### src/rtl/ahb2uart_rx.sv
// AHB-Lite slave UART receiver: 8N1 frames from UART_RX are deserialised into a small FIFO read through DATA/STAT.
// Latency: start-bit falling edge to FIFO entry is 3 + CLKS_PER_BIT*9.5 HCLK cycles; zero-wait-state bus access.
// Backpressure: none on the serial side; a byte arriving into a full FIFO is dropped and flagged as overrun.
module ahb2uart_rx #(
    parameter int CLKS_PER_BIT    = 16,
    parameter int FIFO_DEPTH_LOG2 = 2
) (
    input  logic        HCLK,
    input  logic        HRESETn,
    input  logic        HSEL,
    input  logic        HREADY,
    input  logic [31:0] HADDR,
    input  logic [1:0]  HTRANS,
    input  logic        HWRITE,
    input  logic [2:0]  HSIZE,
    input  logic [31:0] HWDATA,
    output logic        HREADYOUT,
    output logic [31:0] HRDATA,
    input  logic        UART_RX,
    output logic        RXIRQ
);

    localparam int HALF  = CLKS_PER_BIT / 2;
    localparam int CNT_W = $clog2(CLKS_PER_BIT);
    localparam int DEPTH = 1 << FIFO_DEPTH_LOG2;
    localparam int PTR_W = FIFO_DEPTH_LOG2;
    localparam int CW    = FIFO_DEPTH_LOG2 + 1;

    typedef enum logic [2:0] {
        S_IDLE,
        S_START,
        S_DATA,
        S_STOP,
        S_BREAK
    } state_t;

    // Serial side
    logic             rx_meta;
    logic             rxs;
    state_t           state;
    logic [CNT_W-1:0] clk_cnt;
    logic [2:0]       bit_cnt;
    logic [7:0]       shreg;
    logic             push;
    logic             ferr_set;

    // FIFO
    logic [7:0]       mem [DEPTH];
    logic [PTR_W-1:0] wr_ptr;
    logic [PTR_W-1:0] rd_ptr;
    logic [CW-1:0]    count;
    logic [CW-1:0]    count_nxt;
    logic             empty;
    logic             full;
    logic             do_push;
    logic             pop;
    logic             ovr_set;

    // Bus side
    logic             accept;
    logic             dph_vld;
    logic             dph_write;
    logic [1:0]       dph_addr;
    logic             stat_wr;
    logic             overrun;
    logic             framing;

    // Bits of the bus that carry no meaning for this slave
    logic             unused_bus;
    assign unused_bus = ^{HSIZE, HADDR[31:4], HADDR[1:0], HTRANS[0], HWDATA[31:4], HWDATA[1:0]};

    assign HREADYOUT = 1'b1;

    // Two-flop synchroniser; presets to the idle line level so reset never looks like a start bit
    always_ff @(posedge HCLK or negedge HRESETn) begin
        if (!HRESETn) begin
            rx_meta <= 1'b1;
            rxs     <= 1'b1;
        end else begin
            rx_meta <= UART_RX;
            rxs     <= rx_meta;
        end
    end

    // Receive state machine; push and ferr_set are one-cycle registered strobes
    always_ff @(posedge HCLK or negedge HRESETn) begin
        if (!HRESETn) begin
            state    <= S_IDLE;
            clk_cnt  <= '0;
            bit_cnt  <= '0;
            shreg    <= '0;
            push     <= 1'b0;
            ferr_set <= 1'b0;
        end else begin
            push     <= 1'b0;
            ferr_set <= 1'b0;
            case (state)
                S_IDLE: begin
                    if (!rxs) begin
                        // The detecting cycle already counts toward the half-bit wait
                        state   <= S_START;
                        clk_cnt <= CNT_W'(1);
                        bit_cnt <= '0;
                    end
                end
                S_START: begin
                    if (clk_cnt == CNT_W'(HALF - 1)) begin
                        clk_cnt <= '0;
                        state   <= rxs ? S_IDLE : S_DATA;
                    end else begin
                        clk_cnt <= clk_cnt + 1'b1;
                    end
                end
                S_DATA: begin
                    if (clk_cnt == CNT_W'(CLKS_PER_BIT - 1)) begin
                        clk_cnt <= '0;
                        shreg   <= {rxs, shreg[7:1]};
                        bit_cnt <= bit_cnt + 1'b1;
                        if (bit_cnt == 3'd7) begin
                            state <= S_STOP;
                        end
                    end else begin
                        clk_cnt <= clk_cnt + 1'b1;
                    end
                end
                S_STOP: begin
                    if (clk_cnt == CNT_W'(CLKS_PER_BIT - 1)) begin
                        clk_cnt <= '0;
                        if (rxs) begin
                            push  <= 1'b1;
                            state <= S_IDLE;
                        end else begin
                            ferr_set <= 1'b1;
                            state    <= S_BREAK;
                        end
                    end else begin
                        clk_cnt <= clk_cnt + 1'b1;
                    end
                end
                S_BREAK: begin
                    if (rxs) begin
                        state <= S_IDLE;
                    end
                end
                default: state <= S_IDLE;
            endcase
        end
    end

    assign accept  = HSEL & HREADY & HTRANS[1];
    assign empty   = (count == '0);
    assign full    = (count == CW'(DEPTH));
    assign pop     = dph_vld & ~dph_write & (dph_addr == 2'd0) & ~empty;
    assign stat_wr = dph_vld & dph_write & (dph_addr == 2'd1);
    // A simultaneous pop frees the slot, so a full FIFO still accepts the byte
    assign do_push = push & (~full | pop);
    assign ovr_set = push & full & ~pop;

    // Next occupancy, shared by the counter and the interrupt register
    always_comb begin
        count_nxt = count;
        case ({do_push, pop})
            2'b10:   count_nxt = count + 1'b1;
            2'b01:   count_nxt = count - 1'b1;
            default: count_nxt = count;
        endcase
    end

    // Register the address phase for use in the following data phase
    always_ff @(posedge HCLK or negedge HRESETn) begin
        if (!HRESETn) begin
            dph_vld   <= 1'b0;
            dph_write <= 1'b0;
            dph_addr  <= '0;
        end else begin
            dph_vld   <= accept;
            dph_write <= HWRITE;
            dph_addr  <= HADDR[3:2];
        end
    end

    // FIFO storage; contents need no reset since the pointers define validity
    always_ff @(posedge HCLK) begin
        if (do_push) begin
            mem[wr_ptr] <= shreg;
        end
    end

    // FIFO pointers, occupancy, sticky flags (set beats clear) and interrupt
    always_ff @(posedge HCLK or negedge HRESETn) begin
        if (!HRESETn) begin
            wr_ptr  <= '0;
            rd_ptr  <= '0;
            count   <= '0;
            overrun <= 1'b0;
            framing <= 1'b0;
            RXIRQ   <= 1'b0;
        end else begin
            if (do_push) begin
                wr_ptr <= wr_ptr + 1'b1;
            end
            if (pop) begin
                rd_ptr <= rd_ptr + 1'b1;
            end
            count   <= count_nxt;
            overrun <= ovr_set  | (overrun & ~(stat_wr & HWDATA[2]));
            framing <= ferr_set | (framing & ~(stat_wr & HWDATA[3]));
            RXIRQ   <= (count_nxt != '0);
        end
    end

    // Read mux, only driven during a read data phase
    always_comb begin
        HRDATA = '0;
        if (dph_vld && !dph_write) begin
            case (dph_addr)
                2'd0: begin
                    if (!empty) begin
                        HRDATA[7:0] = mem[rd_ptr];
                    end
                end
                2'd1: HRDATA[7:0] = {4'(count), framing, overrun, full, ~empty};
                default: HRDATA = '0;
            endcase
        end
    end

endmodule

### config.mk
export PLATFORM = sky130hd
export DESIGN_NAME = ahb2uart_rx
export DESIGN_NICKNAME = d
export VERILOG_FILES = /design/src/rtl/ahb2uart_rx.sv
export SDC_FILE = /design/constraint.sdc
export NUM_CORES = 1
export LEC_CHECK = 0
export CAP_MARGIN = 20
export CELL_PAD_IN_SITES_DETAIL_PLACEMENT = 0
export CELL_PAD_IN_SITES_GLOBAL_PLACEMENT = 1
export CORE_MARGIN = 1.5
export CORE_UTILIZATION = 32
export DETAILED_ROUTE_END_ITERATION = 6
export HOLD_SLACK_MARGIN = 0.12
export PLACE_DENSITY = 0.8
export SYNTH_ARGS = -nofsm -noshare
export SYNTH_HDL_FRONTEND = slang
export SYNTH_SLANG_ARGS = --single-unit
### constraint.sdc
create_clock -name HCLK -period 2.15 [get_ports HCLK]
set_input_delay 0.3225 -clock HCLK [delete_from_list [all_inputs] [get_ports HCLK]]
set_output_delay 0.3225 -clock HCLK [all_outputs]
set_load 0.1 [all_outputs]
==> flow_metrics.tcl <==
set metrics [dict create \
    cts_sinks 68 \
    dp.cells 401 \
    synth_xor_area_frac 0.01363 \
    layout.cells.non_filler 418 \
    reg2reg_depth 5 \
    clockBufferDepth 2 \
    timing.rr.end "RXIRQ" \
    wirelength_um 5613 \
    clkSlewWorstSetupHoldPaths_ns 0.07 \
    syn_area_sq_um 3212 \
    yosysSeqAreaShare 0.5804 \
    fin_crit_ns 2.125 \
    start_util 0.3286 \
    holdWs_ns 0.3572 \
    ir_drop_mv 0.3665 \
    antenna_found_initial 0 \
    status "finished, final reports clean" \
    pwr-share-clk 0.295 \
    synthFlopType "dfrtp_1" \
    syn_avg_cell_area_sq_um 12.95 \
    synth_compound_area_frac 0.09544 \
    grtUsageTotal 0.1191 \
    fill_cells 937 \
    yosysTopAreaCell "edfxtp_1" \
    ant_nets 0 \
    n_antenna_cell 0 \
    gp_congestion 0.7837 \
    htreeDepth 3 \
    cp_top_family "multiplexers" \
    maxSlewViolCount 0 \
    synthMuxAreaShare 0.09077 \
    gr-total-overflow 0 \
    ys_seq_elements 68 \
    synth-warning-count 0 \
    comb_power_share 0.222 \
    hpwl_um 3848 \
    final_util 0.3995 \
    drtPass1Iterations 4 \
    worstHoldPathCells 0 \
    p_sw_frac 0.3309 \
    cts_tree "yes" \
    synth_top_family_by_area "simple AND/OR/NAND/NOR gates" \
    fin_tns_setup_ns 0 \
    yosys.area_share.simple 0.09934 \
    slowest_delay_ns 0.54 \
    core_area_sq_um 9774 \
    area_delta_synth_final_pct 21.58 \
    drc 0 \
    switchingPower_mw 1.168 \
    final_area_sq_um 3905 \
    internal-power_mw 2.361 \
    ys_types 54 \
    worst_pin_slew_ns 0.8476 \
    synth-edff-count 32 \
    fp.dieW_um 103.2 \
    hold_start "rx_meta" \
    dpl_cell_area_sq_um 3625 \
    grt_pass1_wl_um 9397 \
    power.leakage_nw 1.487 \
    final_nets 363 \
    vias 1929 \
    slew_headroom 0.4349 \
    io_pins 109 \
    rows 36 \
    die_h_um 103.2 \
    synth_fa_ha_area_frac 0.03350 \
    start_kind "flop" \
    async_reset_ff_frac 0.5294 \
    sequentialPowerShare 0.483 \
    die-area_sq_um 10650 \
    finalCritPeriodShare 0.9881 \
    cp_data_required_time_ns 1.83 \
    clock_skew_ns 0.01237 \
    hold_end "rxs" \
    viasPerCell 4.615 \
    synthTopCellsByArea "edfxtp_1, dfrtp_1, buf_4" \
    crit_arrival_ns 1.80 \
    crit_path_max_fanout 9 \
    setup_viol 0 \
    place_ws_ns 0.1155 \
    rsz0062_at_grt "yes" \
    power_density_nw_per_um2 903.8 \
    wl_per_cell_um 13.43 \
    hold_viol 0 \
    clock.fmax_mhz 470.7 \
    r2r_start "dph_addr[1]" \
    maxCapViolations 0 \
    path_buf_inv 2 \
    layout-drive-gt1-share 0.2912 \
    finalWorstSetupSlack_ns 0.02549 \
    grt_max_degree 37 \
    hp-class "reg -> reg" \
    p_total_mw 3.529 \
    cts.root.buffer_cell "clkbuf_8" \
    cp_slowest_cell "mux4_2" \
    numCtsBuffers 9 \
    port_buffers 19 \
    endpoint_kind "output pin" \
    reg2reg_slack_ns 0.10 \
    synth_top_area_frac 0.2992 \
    synthCells 248 \
    grt_pass1_vias 1919 \
    clk_latency_ns 0.34 \
    path_cells "buf_8 -> mux4_2 -> a22oi_2 -> nor2_2 -> buf_12" \
    drtIter0Drc 103 \
    seqCellArea_sq_um 1866 \
    path_class "reg -> out" \
    multi_input_area_sq_um 1254 \
]
==> area by class of cell <==
class,count,share of cell area
Multi-Input combinational cell,159,0.3210
Tap cell,133,0.04261
Clock inverter,7,0.01954
Clock buffer,9,0.03172
Sequential cell,68,0.4777
Inverter,7,0.006729
Timing Repair Buffer,35,0.1006
==> placed cells by master, fill, tap and decap left out, types with 3 or more instances in the layout <==
cell type	n
nor2_2	7
edfxtp_1	32
clkbuf_8	9
nand3_1	6
inv_1	7
buf_4	15
mux2_2	9
clkdlybuf4s50_1	9
buf_12	8
a22oi_2	5
o21ai_0	6
nor2_1	15
xnor2_1	4
nand2_1	11
ha_1	7
a21oi_1	4
a22o_1	6
and2_1	4
and3_1	3
dfrtp_1	33
conb_1	25
mux4_2	8
==> logic make-up after synthesis <==
group | Yosys count
adders and majority gates | 8
muxes | 18
other | 2
DFF | 68
buffers and inverters | 44
AOI/OAI and AO/OA | 41
xor gates and xnor gates | 5
and+or+nand+nor | 62
==> cell usage after synthesis, types with 3 or more instances <==
master and number:
nor2_1 22, a21oi_1 4, nand2b_1 3, a211oi_1 3, nand3_1 6, ha_1 7
buf_2 4, xnor2_1 4, a22oi_1 5, and3_1 3, nand2_1 11, o21ai_0 6
inv_1 7, buf_4 25, a22o_1 6, mux2_2 9, mux4_2 8, dfrtp_1 34
edfxtp_1 32, and2_1 4, clkbuf_1 6
==> flip-flops by register name (all words and copies together) (netlist names) <==
register	cells
ferr_set	1
dph_vld	1
rx_meta	1
rxs	1
wr_ptr	2
dph_write	1
state	3
mem	32
clk_cnt	4
dph_addr	2
count	3
overrun	1
framing	1
rd_ptr	2
shreg	8
push	1
RXIRQ	1
bit_cnt	3
==> metal layers <==
metal	vias up	share of wire	GRT usage
met4	0	0.017	0.04678
li1	921	-	-
met3	10	0.041	0.03562
met2	43	0.48	0.1893
met5	-	0	0
met1	955	0.46	0.1539
==> power groups by stage <==
stage	logic [mW]	clock network (mW)	registers [mW]
floorplan	0.733	0	1.65
global placement	0.757	0	1.72
detailed placement	0.779	0	1.73
CTS	0.795	1.07	1.70
global route	0.875	1.13	1.73
finish	0.784	1.04	1.70
==> how the worst max path moves through the flow <==
stage                     start         to  slack, ns  cells past startpoint
floorplan           dph_addr[1]  HRDATA[1]      -0.12                      4
global placement    dph_addr[0]      RXIRQ       0.14                      5
detailed placement  dph_addr[0]      RXIRQ       0.12                      5
CTS                   rd_ptr[0]  HRDATA[6]     -0.008                      5
global route          rd_ptr[0]  HRDATA[3]      -0.07                      5
finish                rd_ptr[0]  HRDATA[6]       0.03                      5
==> what timing repair did <==
item                                   in CTS  in global routing
pin swaps                                   2                  0
setup endpoints to repair                   8                  6
hold buffers                                1                  0
endpoints found under the hold margin      19                  0
buffers inserted                            1                  0
gates resized for setup                    12                  5
Note: power is estimated with default switching activity, not from simulation.
